### src/rtl/seg_scan_ctrl.sv
// Time-multiplexed scan controller for a multi-digit seven-segment display.
// Double-buffered frames: a load sits in a pending buffer and is committed to
// the active buffer only at a frame boundary or when scanning starts.
//
// Ports:
//   clk, rst_n   rising-edge clock, async active-low reset
//   enable       1 = scan, 0 = all digits dark (returns to IDLE)
//   load_valid   load_data holds a new frame (nibble k = load_data[4k+3:4k])
//   load_ready   pending buffer empty; a load is accepted on valid && ready
//   blank_mask   bit k = 1 keeps digit k dark
//   nibble_out   nibble for the shared segment decoder
//   digit_sel    one-hot active-high digit enable
//   frame_done   one-cycle pulse at the end of the last digit's dwell
module seg_scan_ctrl #(
  parameter int NUM_DIGITS   = 4,
  parameter int DWELL_CYCLES = 1000,
  parameter int BLANK_CYCLES = 16
) (
  input  logic                    clk,
  input  logic                    rst_n,
  input  logic                    enable,
  input  logic                    load_valid,
  input  logic [4*NUM_DIGITS-1:0] load_data,
  output logic                    load_ready,
  input  logic [NUM_DIGITS-1:0]   blank_mask,
  output logic [3:0]              nibble_out,
  output logic [NUM_DIGITS-1:0]   digit_sel,
  output logic                    frame_done
);

  localparam int MAX_CYC = (DWELL_CYCLES > BLANK_CYCLES) ? DWELL_CYCLES : BLANK_CYCLES;
  localparam int TW      = $clog2(MAX_CYC + 1);
  localparam int IW      = $clog2(NUM_DIGITS);

  localparam logic [TW-1:0] DWELL_LAST = TW'(DWELL_CYCLES - 1);
  localparam logic [TW-1:0] BLANK_LAST = TW'(BLANK_CYCLES - 1);
  localparam logic [IW-1:0] IDX_LAST   = IW'(NUM_DIGITS - 1);

  typedef enum logic [1:0] {
    IDLE  = 2'd0,
    BLANK = 2'd1,
    SHOW  = 2'd2
  } state_t;

  state_t                  state, state_nxt;
  logic [IW-1:0]           idx, idx_nxt;
  logic [TW-1:0]           timer, timer_nxt;
  logic                    commit;
  logic                    frame_done_nxt;
  logic [NUM_DIGITS-1:0]   sel_nxt;
  logic [3:0]              nibble_nxt;
  logic [4*NUM_DIGITS-1:0] active;
  logic [4*NUM_DIGITS-1:0] pending;
  logic                    pend_vld;

  assign load_ready = !pend_vld;

  always_comb begin
    state_nxt      = state;
    idx_nxt        = idx;
    timer_nxt      = timer;
    commit         = 1'b0;
    frame_done_nxt = 1'b0;
    sel_nxt        = '0;
    nibble_nxt     = nibble_out;

    case (state)
      IDLE: begin
        if (enable) begin
          commit    = 1'b1;
          idx_nxt   = '0;
          timer_nxt = '0;
          state_nxt = BLANK;
        end
      end

      BLANK: begin
        if (!enable) begin
          state_nxt = IDLE;
          idx_nxt   = '0;
          timer_nxt = '0;
        end else begin
          // Nibble is settled during the dark gap so it never changes while lit.
          nibble_nxt = active[{idx, 2'b00} +: 4];
          if (timer == BLANK_LAST) begin
            state_nxt = SHOW;
            timer_nxt = '0;
          end else begin
            timer_nxt = timer + 1'b1;
          end
        end
      end

      SHOW: begin
        if (!enable) begin
          state_nxt = IDLE;
          idx_nxt   = '0;
          timer_nxt = '0;
        end else begin
          // Enable is registered from the current SHOW state, so the lit window
          // trails the state by one clock but keeps exactly DWELL_CYCLES length.
          sel_nxt = (NUM_DIGITS'(1) << idx) & ~blank_mask;
          if (timer == DWELL_LAST) begin
            state_nxt = BLANK;
            timer_nxt = '0;
            if (idx == IDX_LAST) begin
              idx_nxt        = '0;
              frame_done_nxt = 1'b1;
              commit         = 1'b1;
            end else begin
              idx_nxt = idx + 1'b1;
            end
          end else begin
            timer_nxt = timer + 1'b1;
          end
        end
      end

      default: begin
        state_nxt = IDLE;
        idx_nxt   = '0;
        timer_nxt = '0;
      end
    endcase
  end

  always_ff @(posedge clk or negedge rst_n) begin
    if (!rst_n) begin
      state      <= IDLE;
      idx        <= '0;
      timer      <= '0;
      active     <= '0;
      pending    <= '0;
      pend_vld   <= 1'b0;
      nibble_out <= '0;
      digit_sel  <= '0;
      frame_done <= 1'b0;
    end else begin
      state      <= state_nxt;
      idx        <= idx_nxt;
      timer      <= timer_nxt;
      nibble_out <= nibble_nxt;
      digit_sel  <= sel_nxt;
      frame_done <= frame_done_nxt;
      // Commit looks at the registered pend_vld only; a load arriving on the
      // commit edge therefore waits for the following boundary.
      if (commit && pend_vld) begin
        active   <= pending;
        pend_vld <= 1'b0;
      end else if (load_valid && !pend_vld) begin
        pending  <= load_data;
        pend_vld <= 1'b1;
      end
    end
  end

endmodule

### config.mk
export PLATFORM = sky130hd
export DESIGN_NAME = seg_scan_ctrl
export DESIGN_NICKNAME = d
export VERILOG_FILES = /design/src/rtl/seg_scan_ctrl.sv
export SDC_FILE = /design/constraint.sdc
export NUM_CORES = 1
export LEC_CHECK = 0
export CORE_UTILIZATION = 43
export DETAILED_ROUTE_END_ITERATION = 12
export PLACE_DENSITY_LB_ADDON = 0.05
export SLEW_MARGIN = 20
export SYNTH_ARGS = -nofsm -noshare
export SYNTH_HDL_FRONTEND = slang
export SYNTH_SLANG_ARGS = --single-unit
export TNS_END_PERCENT = 30
### constraint.sdc
create_clock -name clk -period 1.89 [get_ports clk]
set_input_delay 0.567 -clock clk [delete_from_list [all_inputs] [get_ports clk]]
set_output_delay 0.567 -clock clk [all_outputs]
set_load 0.01 [all_outputs]
==> out/summary.txt <==
Status - finished clean
Tot Pwr - 4066 uW
Hpwl dp - 3.465 mm
Final setup viols - 0
Logic pwr share - 36.9%
Top Ports - 34
Syn. warnings - 0
Drt drc - 0
Post-CTS Hold Fix Bufs - 0
Total die area - 6343 sq um
Worst path slowest cell - dfrtp_1
RSZ-0062 raised after global routing - yes
GP Congestion - 0.7959
Clock Latency Late Sink - 0.31 ns
Clock Sink Count - 56
Clock Path Buffers - 2
Layout cells sized above 1 - 33.60%
CTS root buffer - clkbuf_8
Crit. End Element - flip-flop
Largest net degree at the start of global routing - 53
Setup CP Type - reg2reg
Detailed Route Iter0 Violations - 66
Final period util - 98.29%
WP buf/inv - 2
Critical Path AT - 2.06 ns
Leakage power total - 0.001473 uW
IO Port Bufs - 33
Sequential area share after synthesis - 54.05%
Register share of total power - 46.2%
Layout Utilization - 58.68%
CTS tree - done
Vias in the first global route - 1793
Fmax - 538.3 MHz
1st-pass router iterations - 4
Internal power - 2889 uW
Vias/cell - 5.288
Clock power frac - 16.9%
Synth cell types - 41
Worst ir drop on vdd - 649.5 uV
Drt total wl - 4.738 mm
Power density relative to cell area - 1228 nW/um^2
Final Hold Vio Count - 0
Final #Nets - 279
Worst EP required - 2.09 ns
Max Cap Violations - 0
Final slew viol count - 0
H-tree Lvls - 2
Fill cells - 436
Congestion Overflow GR - 0
Max FO, Critical Path - 17
EDFF count, synth - 0
Mapped Cells - 191
Initial antenna violation count - 0
Die Y - 79.65 um
FP Rows - 27
Slew of the pin with the lowest slew margin - 0.4930 ns
Startpoint class of the critical path - flip-flop
Ant. Diodes - 0
Core Area - 5642 sq um
Synth Flop Type - dfrtp_1
Post-synthesis net count - 224
Netlist Area Pre-Place - 2592 sq um
CTS Buf Count - 5
Area growth from synthesis to layout - 27.70%
Via Count - 1687
Routed WL per cell - 14.85 um
Asr flop ratio synth - 100.0%
Sw Ratio - 28.95%
Critical-path cell list - ha_2 -> nand4b_1 -> buf_4 -> nor4_4 -> o221ai_4 -> buf_12 -> mux2_4
Clock transition at path regs - 0.10 ns
Syn_area_per_cell - 13.57 sq um
Yosys reg bits - 56
Final Skew - 0.005861 ns
Overall routing resource usage - 17.03%
Chip Width - 79.65 um
First-pass GRT wire length - 8.169 mm
Worst hold path type - in2async
Biggest cell delay along the critical path - 0.40 ns
Slew HR - 66.83%
Antenna viol nets, final - 0
Initial Util - 45.95%
Final Critical Period - 1.858 ns
Largest delay share family, worst path - flip-flops
Setup TNS - 0 ns
Switching Power - 1177 uW
## state kept, by name, indices dropped and copies added (netlist names)
register / count
timer: 10
digit_sel: 4
state: 2
pending: 16
idx: 2
pend_vld: 1
active: 16
nibble_out: 4
frame_done: 1
## kinds of logic (layout without fill, tap and decap cells)
group | count (synthesis) | count (layout) | share of synthesized area, %
AOI/OAI and AO/OA | 19 | 19 | 5.598
xor gates and xnor gates | 3 | 3 | 1.014
adders and majority gates | 9 | 9 | 4.344
buffers and inverters | 16 | 72 | 2.654
DFF | 56 | 56 | 54.05
muxes | 44 | 44 | 22.06
and+or+nand+nor | 44 | 44 | 10.28
## final timing paths
check | slack [ns] | depth (start not counted) | end | startpoint
max in group asynchronous | 1.34 | 2 | timer[5]$_DFFE_PN0P_ | rst_n
worst max-delay path | 0.03 | 7 | active[10]$_DFFE_PN0P_ | timer[0]$_DFFE_PN0P_
min in group clk | 0.51 | 1 | active[7]$_DFFE_PN0P_ | pending[7]$_DFFE_PN0P_
worst min-delay path | 0.06 | 1 | digit_sel[2]$_DFF_PN0_ | rst_n
worst max register to register | 0.03 | 7 | active[10]$_DFFE_PN0P_ | timer[0]$_DFFE_PN0P_
worst min register to register | 0.51 | 1 | active[7]$_DFFE_PN0P_ | pending[7]$_DFFE_PN0P_
## power by group through the flow
stage | logic (uW) | clock network, uW | registers, uW
final | 1500 | 687 | 1880
after global routing | 1630 | 762 | 1930
after CTS | 1520 | 719 | 1890
after detailed placement | 1470 | 0 | 1920
after global placement | 1420 | 0 | 1890
after floorplan | 1020 | 0 | 1850
## stage by stage
| stage | cell area [sq um] | setup WS (ns) | cells | hold slack, ns |
|---|---|---|---|---|
| after floorplan | 2605 | 0.05058 | 191 | 0.2714 |
| after global placement | 3158 | -0.3987 | 307 | 0.3902 |
| after detailed placement | 3158 | -0.4714 | 307 | 0.3949 |
| after CTS | 3282 | 0.0006164 | 318 | 0.05167 |
| after global routing | 3311 | -0.06852 | 319 | 0.04573 |
| final | 3311 | 0.03233 | 319 | 0.05970 |
## cell usage in the layout (no fill, tap or decap), types with 2 or more instances in the layout
master / Yosys / final
and3_1: 5 / 5
nor3b_1: 3 / 3
ha_1: 9 / 6
clkinvlp_4: 0 / 2
mux2_2: 29 / 29
or3_1: 2 / 2
clkbuf_8: 0 / 6
nor2b_1: 2 / 2
mux2_4: 9 / 9
buf_4: 0 / 19
buf_12: 0 / 3
nand4_1: 3 / 3
a21boi_1: 0 / 2
xor2_1: 2 / 2
a21oi_1: 3 / 3
mux4_2: 4 / 4
and2_1: 2 / 2
inv_1: 9 / 8
dfrtp_1: 56 / 56
nor3_1: 4 / 3
a22oi_1: 2 / 2
mux2i_1: 2 / 2
ha_2: 0 / 2
nand2_1: 6 / 6
nor2_1: 9 / 9
clkdlybuf4s50_1: 0 / 30
o21ai_0: 4 / 4
## final cells by class
| cell class | instances | area (sq um) | area share, % |
|---|---|---|---|
| repair buffers | 55 | 529.3 | 15.99 |
| clock buffers | 6 | 82.58 | 2.494 |
| flip-flops and latches | 56 | 1401 | 42.33 |
| inverters | 9 | 33.78 | 1.020 |
| clock inverters | 2 | 15.01 | 0.4535 |
| multi-input cells | 119 | 1159 | 35.00 |
| well taps | 72 | 90.09 | 2.721 |
## per-layer routing
layer	track usage (%)	wire [um]	up-vias	part of all wire, %
li1	-	-	793	-
met1	19.19	1955	852	41
met2	30.34	2533	34	53
met3	3.886	170	8	3.6
met4	7.818	79	0	1.7
met5	0	0	-	0
## repair_timing
item | CTS | global route
setup buffers | 3 | 1
resized for setup | 3 | 7
cloned | 0 | 0
pin swaps | 1 | 1
endpoints found under the setup margin | 18 | 28
## cells in the mapped netlist (2+ instances only)
| cell type | number | area (sq um) |
|---|---|---|
| a21boi_0 | 2 | 15.01 |
| a21oi_1 | 3 | 15.01 |
| a22oi_1 | 2 | 15.01 |
| and2_1 | 2 | 12.51 |
| and3_1 | 5 | 31.28 |
| clkbuf_1 | 5 | 18.77 |
| dfrtp_1 | 56 | 1401 |
| ha_1 | 9 | 112.6 |
| inv_1 | 9 | 33.78 |
| mux2_2 | 29 | 326.6 |
| mux2_4 | 9 | 135.1 |
| mux2i_1 | 2 | 20.02 |
| mux4_2 | 4 | 90.09 |
| nand2_1 | 6 | 22.52 |
| nand4_1 | 3 | 18.77 |
| nor2_1 | 9 | 33.78 |
| nor2b_1 | 2 | 12.51 |
| nor3_1 | 4 | 20.02 |
| nor3b_1 | 3 | 22.52 |
| o21ai_0 | 4 | 20.02 |
| or3_1 | 2 | 12.51 |
| xor2_1 | 2 | 17.52 |
Power figures use the tool's default switching activity.
